$ cat src/rtl/event_pulse_scheduler.sv
// Fixed-priority scheduler sharing one stretched event strobe among NUM_EVENTS sources.
// Strobe PULSE_WIDTH cycles one cycle after grant, then GAP_WIDTH forced-low cycles; requests stay pending meanwhile.
`timescale 1ns/1ps
module event_pulse_scheduler #(
  parameter int NUM_EVENTS  = 4,
  parameter int PULSE_WIDTH = 500000,
  parameter int GAP_WIDTH   = 250000,
  parameter int CODE_W      = $clog2(NUM_EVENTS)
) (
  input  logic                  clk,
  input  logic                  rst,
  input  logic [NUM_EVENTS-1:0] event_req,
  output logic                  pulse_out,
  output logic [CODE_W-1:0]     event_code,
  output logic                  busy,
  output logic                  coalesced
);
  typedef enum logic [1:0] {S_IDLE, S_PULSE, S_GAP} state_t;

  localparam logic [25:0] PW_M1 = 26'(PULSE_WIDTH - 1);
  localparam logic [25:0] GW_M1 = (GAP_WIDTH > 0) ? 26'(GAP_WIDTH - 1) : 26'd0;

  state_t                r_state, w_next_state;
  logic [25:0]           r_cnt, w_next_cnt;
  logic [NUM_EVENTS-1:0] r_pending, w_cand, w_grant_mask;
  logic [CODE_W-1:0]     r_code, w_winner;
  logic                  w_any, w_grant;
  logic                  r_pulse, r_busy, r_coal;

  assign w_cand = r_pending | event_req;
  assign w_any  = |w_cand;

  // Lowest index wins: scan downward so the last hit is the smallest index.
  always_comb begin
    w_winner = '0;
    for (int i = NUM_EVENTS - 1; i >= 0; i--) begin
      if (w_cand[i]) w_winner = CODE_W'(i);
    end
  end

  always_comb begin
    w_next_state = r_state;
    w_next_cnt   = r_cnt;
    w_grant      = 1'b0;
    case (r_state)
      S_IDLE: begin
        if (w_any) begin
          w_grant      = 1'b1;
          w_next_state = S_PULSE;
          w_next_cnt   = PW_M1;
        end
      end
      S_PULSE: begin
        if (r_cnt != '0) begin
          w_next_cnt = r_cnt - 26'd1;
        end else if (GAP_WIDTH > 0) begin
          w_next_state = S_GAP;
          w_next_cnt   = GW_M1;
        end else if (w_any) begin
          w_grant      = 1'b1;
          w_next_state = S_PULSE;
          w_next_cnt   = PW_M1;
        end else begin
          w_next_state = S_IDLE;
        end
      end
      S_GAP: begin
        if (r_cnt != '0) begin
          w_next_cnt = r_cnt - 26'd1;
        end else if (w_any) begin
          w_grant      = 1'b1;
          w_next_state = S_PULSE;
          w_next_cnt   = PW_M1;
        end else begin
          w_next_state = S_IDLE;
        end
      end
      default: w_next_state = S_IDLE;
    endcase
  end

  assign w_grant_mask = w_grant ? (NUM_EVENTS'(1) << w_winner) : '0;

  always_ff @(posedge clk) begin
    if (rst) begin
      r_state   <= S_IDLE;
      r_cnt     <= '0;
      r_pending <= '0;
      r_code    <= '0;
      r_pulse   <= 1'b0;
      r_busy    <= 1'b0;
      r_coal    <= 1'b0;
    end else begin
      r_state   <= w_next_state;
      r_cnt     <= w_next_cnt;
      r_pending <= w_cand & ~w_grant_mask;
      if (w_grant) r_code <= w_winner;
      r_pulse   <= (w_next_state == S_PULSE);
      r_busy    <= (w_next_state != S_IDLE);
      r_coal    <= |(event_req & r_pending & ~w_grant_mask);
    end
  end

  assign pulse_out  = r_pulse;
  assign event_code = r_code;
  assign busy       = r_busy;
  assign coalesced  = r_coal;
endmodule

$ cat config.mk
export PLATFORM = sky130hd
export DESIGN_NAME = event_pulse_scheduler
export DESIGN_NICKNAME = d
export VERILOG_FILES = /design/src/rtl/event_pulse_scheduler.sv
export SDC_FILE = /design/constraint.sdc
export NUM_CORES = 1
export LEC_CHECK = 0
export CAP_MARGIN = 25
export CORE_AREA = 2 2 80 82
export DETAILED_ROUTE_END_ITERATION = 10
export DIE_AREA = 0 0 82 84
export SYNTH_ARGS = -nofsm -noshare
export SYNTH_HDL_FRONTEND = slang
export SYNTH_SLANG_ARGS = --single-unit
$ cat constraint.sdc
create_clock -name clk -period 3.34 [get_ports clk]
set_input_delay 1.002 -clock clk [delete_from_list [all_inputs] [get_ports clk]]
set_output_delay 1.002 -clock clk [all_outputs]
set_load 0.02 [all_outputs]
==> summary.md, run 1 <==
| Metric | Value |
|---|---|
| Rows | 29 |
| Slew HR | a little under half |
| Critical register-to-register path endpoint | r_cnt[24] |
| Hold Crit Start | event_code[0] |
| Power share of the combinational group | ~31% |
| Skew-Pair Late Insertion Delay | 0.30 ns |
| NetSw | roughly 0.43 mW |
| CP arrival | 3.29 ns |
| Count leader, synth | dfxtp_1 |
| Number of global-route vias before repair | 2245 |
| Die Wd | 82 µm |
| CP endpoint kind | flip-flop |
| Final period utilization | 91.5% |
| Area delta synth->final | 18.4% |
| Share of synthesized registers carrying an async set or reset | 0% |
| Outcome | completed |
| Htree depth | 2 |
| Detail-routed via count per cell | 6.13 |
| Antenna-violating nets left | 0 |
| Data required time at the worst endpoint | 3.57 ns |
| GRT Residual Overflow | 0 |
| Flop pwr share | 43.7% |
| PostCTS Resize Cnt | 0 |
| Worst-Margin Slew | 0.806 ns |
| Yosys reg bits | 37 |
| I/O Pins | 11 |
| Total core area | 0.00610 mm² |
| Iteration count of the initial detailed-routing pass | 7 |
| Clk_skew | about 0.0046 ns |
| Antenna violations before repair | 0 |
| Final Max Slew Viols | 0 |
| Fin Setup TNS | 0 ns |
| Cells after Synth | 288 |
| Root Driver | clkbuf_8 |
| Kind of critical path | flip-flop to flip-flop |
| Pwr dens | 453 mW/mm² |
| Worst-path clk slew | 0.08 ns |
| Clk buf depth | 2 |
| Via count | approximately 2.4k |
| Starting Density | 36.9% |
| Main synth FF type | dfxtp_1 |
| RSZ-0062 raised after global routing | false |
| First-pass GRT wire length | ~11000 µm |
| Synth unique cells | 58 |
| DIE HEIGHT | 84 µm |
| Synth cell count leaders | 37 x dfxtp_1, 34 x nor2_1, 19 x nor3_1 |
| Hold Path Class | flip-flop to flip-flop |
| Fmax | 327 MHz |
| Largest cells by area after synthesis | dfxtp_1 33%, nor2_1 5.7%, nor3_1 4.2%, o21ai_0 4.0%, ha_1 3.9% |
| Final Hold Viols | 0 |
| CTS tree | done |
| Int Pwr | ~0.8 mW |
| Crit start category | flip-flop |
| # Post-CTS Setup Buffers | 0 |
| Reg-to-reg slack, setup | 0.28 ns |
| YS warnings | 0 |
| Clk sinks | 37 |
| Total global-route track usage | 20.4% |
| R2r startpoint | r_cnt[13] |
| Largest net degree at the start of global routing | 18 |
| Mapped Nets | 301 |
| Syn Area/Cell | 7.81 µm² |
| NumNets Final | 329 |
| R2R depth | 6 |
| Fin crit period | about 3 ns |
| Die ar. | 0.00689 mm² |
| Post-detail-place hpwl | 4780 µm |
| Total CTS buffers | 5 |
| Hold Path Sink | event_code[0] |
| Synth area leader | dfxtp_1 |
| Switching Share | a little over a third |
| Critical path peak fanout | 9 |
| Final WL | between 6000 and 7000 µm |
| Mapped Area | approximately 0.0022 mm² |
| Wire per inst | about 17 µm |
| CTS Hold Bufs | 0 |
| Total of max-cap violations | 0 |
| Input/output buffers | 10 |
| Synth top area share | 32.9% |
| N_diodes | 0 |
| GPL Wtd Cong | 0.901 |
| DRC Markers | 0 |
| LEAKAGE | around 1 nW |
| Fraction of layout cells with a size suffix above 1 | 13.2% |
| Worst VDD drop | 0.000214 V |
| Core Util, Final | 43.7% |
| Hold depth | 2 |
| Initial DRC Count | 277 |
| Number of synthesized flops with an enable pin | 0 |
| Final Setup Violations | 0 |
| Seq/Total Area, Yosys | 32.9% |
| Clk pwr share | 25.8% |
## through the flow
step	std cells	worst slack, ns	total power [mW]	cell area, µm²	hold slack [ns]
2_1_floorplan	288	0.534	0.764	2250	0.452
3_3_place_gp	386	0.0409	0.892	2580	0.458
3_5_place_dp	386	0.0147	0.894	2580	0.464
4_1_cts	394	0.315	1.20	2660	0.476
5_1_grt	394	0.204	1.27	2660	0.494
6_report	394	0.282	1.21	2660	0.475
## cell families after synthesis
kind of cell    Yosys count  share of synthesized area [%]
simple gates            123                           28.0
xor+xnor                  2                          0.779
flops                    37                           32.9
mux                       1                          0.501
compound gates           93                           29.5
buf+inv                  25                           4.34
fa+ha+maj                 7                           3.90
## sequential cells by signal, summed over array words and instances (netlist names)
register / count
r_pending: 4
coalesced: 1
pulse_out: 1
event_code: 2
r_cnt: 26
busy: 1
r_state: 2
## worst max path at each step
stage                end         start  slack, ns  cells after the start
3_5_place_dp   r_cnt[24]  event_req[0]       0.01                      7
6_report       r_cnt[24]     r_cnt[13]       0.28                      6
5_1_grt        r_cnt[24]     r_cnt[13]       0.20                      6
4_1_cts        r_cnt[24]  event_req[0]       0.31                      7
2_1_floorplan  r_cnt[23]  event_req[0]       0.53                      6
3_3_place_gp   r_cnt[23]  event_req[0]       0.04                      7
## critical path, stage by stage, from the launching register on
cell and delay (ns):
dfxtp_1 0.34, or4_1 0.69, nor4_1 0.61, and4_1 0.48
a31oi_1 0.31, or2_2 0.39, a31oi_1 0.16
## placed cells by master (no fill, tap or decap), types with 4 or more instances in the layout
| master | netlist | routed |
|---|---|---|
| a21oi_1 | 13 | 13 |
| a22o_1 | 5 | 5 |
| a22oi_1 | 5 | 5 |
| a31oi_1 | 8 | 8 |
| buf_4 | 0 | 26 |
| clkbuf_8 | 0 | 5 |
| clkdlybuf4s50_1 | 0 | 10 |
| dfxtp_1 | 37 | 37 |
| ha_1 | 7 | 7 |
| inv_1 | 9 | 9 |
| nand2_1 | 17 | 17 |
| nand3_1 | 9 | 9 |
| nand4_1 | 4 | 4 |
| nor2_1 | 34 | 34 |
| nor3_1 | 19 | 19 |
| nor4_1 | 14 | 14 |
| o21ai_0 | 18 | 18 |
| o31ai_1 | 7 | 7 |
| or4_1 | 7 | 7 |
## routing by layer
metal,vias to the layer above,part of all wire [%],GRT usage [%]
li1,1167,-,-
met1,1129,48,28.8
met2,91,43,30.1
met3,29,6.2,3.03
met4,0,3.1,9.70
met5,-,0,0
## layout make-up
class,count,area [µm²]
Clock inverter,2,10.0
Clock buffer,6,72.6
Timing Repair Buffer,36,295
Multi-Input combinational cell,226,1410
Fill cell,625,3430
Inverter,10,37.5
Tap cell,77,96.3
Sequential cell,37,741
## power by group through the flow
stage | Clock [mW] | Sequential [mW] | Combinational (mW)
final | 0.311 | 0.527 | 0.367
after floorplan | 0 | 0.531 | 0.233
after detailed placement | 0 | 0.535 | 0.358
after global placement | 0 | 0.535 | 0.357
after global routing | 0.337 | 0.533 | 0.403
after CTS | 0.318 | 0.525 | 0.360
No activity file was read; power rests on OpenSTA's default activity.
==> run 2: changes to the inputs <==
--- a/config.mk
+++ b/config.mk
@@ -9,6 +9,8 @@
 export CORE_AREA = 2 2 80 82
 export DETAILED_ROUTE_END_ITERATION = 10
 export DIE_AREA = 0 0 82 84
+export GPL_TIMING_DRIVEN = 0
+export RECOVER_POWER = 100
 export SYNTH_ARGS = -nofsm -noshare
 export SYNTH_HDL_FRONTEND = slang
 export SYNTH_SLANG_ARGS = --single-unit
==> summary.md, run 2 (synthesized netlist as in run 1, its figures left out) <==
| Metric | Value |
|---|---|
| Clk_skew | 0.00392 ns (was 0.00459 ns) |
| Max FFs per register | 26 (unchanged) |
| Kind of critical path | input pin to flip-flop (was flip-flop to flip-flop) |
| Total CTS buffers | 5 (unchanged) |
| Worst path max stage delay | 0.61 ns (was 0.69 ns) |
| Fillers | 638 (was 625) |
| Starting Density | 36.9% (unchanged) |
| Largest net degree at the start of global routing | 12 (was 18) |
| Worst-Margin Slew | 1.08 ns (was 0.806 ns) |
| Antenna violations before repair | 0 (unchanged) |
| Initial DRC Count | 242 (was 277) |
| Core Util, Final | 41.9% (was 43.7%) |
| Post-detail-place hpwl | 4930 µm (was 4780 µm) |
| Wire per inst | 17.9 µm (was 17.0 µm) |
| Int Pwr | 0.794 mW (was 0.778 mW) |
| Fraction of layout cells with a size suffix above 1 | 7.14% (was 13.2%) |
| Worst-path clk slew | 0.08 ns (about the same) |
| LEAKAGE | 0.911 nW (was 0.990 nW) |
| Slowest CP cell | or4_1 (unchanged) |
| Clk buf depth | 2 (unchanged) |
| Input/output buffers | 10 (unchanged) |
| Final period utilization | 94.7% (was 91.5%) |
| Clk sinks | 37 (unchanged) |
| Total core area | 0.00610 mm² (unchanged) |
| Critical path peak fanout | 6 (was 9) |
| I/O Pins | 11 (unchanged) |
| Via count | 2435 (was 2416) |
| Die Wd | 82 µm (unchanged) |
| Pwr dens | 479 mW/mm² (was 453 mW/mm²) |
| Hold Path Class | flip-flop to flip-flop (unchanged) |
| Final Setup Violations | 0 (unchanged) |
| Switching Share | 35.1% (was 35.5%) |
| CP endpoint kind | flip-flop (unchanged) |
| Final Max Slew Viols | 0 (unchanged) |
| Fin crit period | 3.16 ns (was 3.06 ns) |
| Regs by FF count | r_cnt x26, r_pending x4 (unchanged) |
| Worst VDD drop | 0.000186 V (was 0.000214 V) |
| Most frequent cells in the layout | 37 x dfxtp_1, 32 x nor2_1, 19 x nor3_1 (was 37 x dfxtp_1, 34 x nor2_1, 26 x buf_4) |
| Register area | 741 µm² (unchanged) |
| Antenna-violating nets left | 0 (unchanged) |
| First-pass GRT wire length | 11400 µm (was 11000 µm) |
| Skew-Pair Late Insertion Delay | 0.30 ns (about the same) |
| NumNets Final | 320 (was 329) |
| N_diodes | 0 (unchanged) |
| GPL Wtd Cong | 0.962 (was 0.901) |
| Number of global-route vias before repair | 2283 (was 2245) |
| Area after DPL | 0.00245 mm² (was 0.00258 mm²) |
| Root Driver | clkbuf_8 (unchanged) |
| Slew HR | 28.0% (was 45.8%) |
| Iteration count of the initial detailed-routing pass | 5 (was 7) |
| Area delta synth->final | 13.5% (was 18.4%) |
| Final Hold Viols | 0 (unchanged) |
| # Post-CTS Setup Buffers | 0 (unchanged) |
| Clk pwr share | 29.0% (was 25.8%) |
| DRC Markers | 0 (unchanged) |
| RSZ-0062 raised after global routing | false (unchanged) |
| Reg-to-reg slack, setup | 0.21 ns (was 0.28 ns) |
| Multi-input gate area | 0.00141 mm² (about the same) |
| Rows | 29 (unchanged) |
| Design area | 0.00255 mm² (was 0.00266 mm²) |
| Outcome | completed (unchanged) |
| CP arrival | 3.39 ns (was 3.29 ns) |
| Die ar. | 0.00689 mm² (unchanged) |
| Data required time at the worst endpoint | 3.56 ns (was 3.57 ns) |
| Fmax | 316 MHz (was 327 MHz) |
| Commonest non-fill, non-tap cell in the layout | dfxtp_1 (unchanged) |
| DIE HEIGHT | 84 µm (unchanged) |
| Power share of the combinational group | 28.3% (was 30.5%) |
| Total of max-cap violations | 0 (unchanged) |
| CTS tree | done (unchanged) |
| Tot Pwr | 1.22 mW (was 1.21 mW) |
| Final WL | 6910 µm (was 6680 µm) |
| Detail-routed via count per cell | 6.32 (was 6.13) |
| NetSw | 0.429 mW (was 0.428 mW) |
| Total global-route track usage | 21.4% (was 20.4%) |
| Flop pwr share | 42.7% (was 43.7%) |
| Crit path cell chain | clkdlybuf4s50_1 -> or4_1 -> or2_2 -> o21ai_2 -> a31oi_1 -> or2_2 -> a31oi_1 (was or4_1 -> nor4_1 -> and4_1 -> a31oi_1 -> or2_2 -> a31oi_1) |
| Htree depth | 2 (unchanged) |
| Largest Register | r_cnt (unchanged) |
| Crit start category | input pin (was flip-flop) |
| GRT Residual Overflow | 0 (unchanged) |
-- run 2: cell count changes in the layout (fill, tap and decap cells not counted), moves of 2 or more --
| cell | before | now |
|---|---|---|
| buf_4 | 26 | 0 |
| clkbuf_1 | 1 | 13 |
| clkdlybuf4s50_1 | 10 | 4 |
| dlygate4sd3_1 | 0 | 6 |
| buf_2 | 0 | 3 |
| clkbuf_8 | 5 | 7 |
| nor2_1 | 34 | 32 |
| nor2_2 | 0 | 2 |
-- run 2: cell type report --
class,instances,share of cell area [%]
multi-input combinational,226,55.2
buffer,15,2.31
timing repair buffer,12,4.27
clock inverter,1,0.196
tap,77,3.78
inverter,10,1.47
sequential,37,29.0
clock buffer,7,3.78
-- run 2: per-layer routing --
metal	wire length, µm	GRT usage, %
met1	3100	29.3
met2	3080	31.1
met3	461	4.55
met4	261	11.4
met5	0	0
-- run 2: worst paths after layout --
path                       from       endpoint  cells after the start
hold / removal    event_code[0]  event_code[0]                      2
setup / recovery   event_req[0]      r_cnt[24]                      7
hold reg to reg   event_code[0]  event_code[0]                      2
setup reg to reg      r_cnt[13]      r_cnt[16]                      8
-- run 2: what timing repair did --
action	CTS	global route
setup endpoints to repair	5	11
resized for setup	1	3
hold buffers	0	0
-- run 2: power by group through the flow --
| stage | Combinational, mW | Sequential (mW) | Clock [mW] |
|---|---|---|---|
| 5_1_grt | 0.382 | 0.529 | 0.380 |
| 3_3_place_gp | 0.338 | 0.531 | 0 |
| 4_1_cts | 0.343 | 0.521 | 0.361 |
| 2_1_floorplan | 0.233 | 0.531 | 0 |
| 6_report | 0.346 | 0.522 | 0.354 |
| 3_5_place_dp | 0.339 | 0.532 | 0 |
-- run 2: worst max-delay path, delay by kind of cell --
family                 cells  cell delay, ns
AO/OA/AOI/OAI              3            0.52
buffers and inverters      1            0.46
AND/OR/NAND/NOR            3            1.40
-- run 2: metrics by stage --
stage               setup slack (ns)  hold slack (ns)  TNS, ns  cells
global route                 0.00892            0.498        0    385
detailed placement            -0.350            0.461    -2.73    376
CTS                           0.0262            0.473        0    384
finish                         0.178            0.472        0    385
global placement              -0.383            0.458    -3.49    375
floorplan                      0.534            0.452        0    288
==> run 3: changes to the inputs <==
--- a/config.mk
+++ b/config.mk
@@ -5,8 +5,10 @@
 export SDC_FILE = /design/constraint.sdc
 export NUM_CORES = 1
 export LEC_CHECK = 0
+export ABC_AREA = 0
 export CAP_MARGIN = 25
 export CORE_AREA = 2 2 80 82
+export CTS_CLUSTER_DIAMETER = 60
 export DETAILED_ROUTE_END_ITERATION = 10
 export DIE_AREA = 0 0 82 84
 export GPL_TIMING_DRIVEN = 0
==> results of run 3 <==
The final DEF is identical to that of run 2; final timing and power are the same.
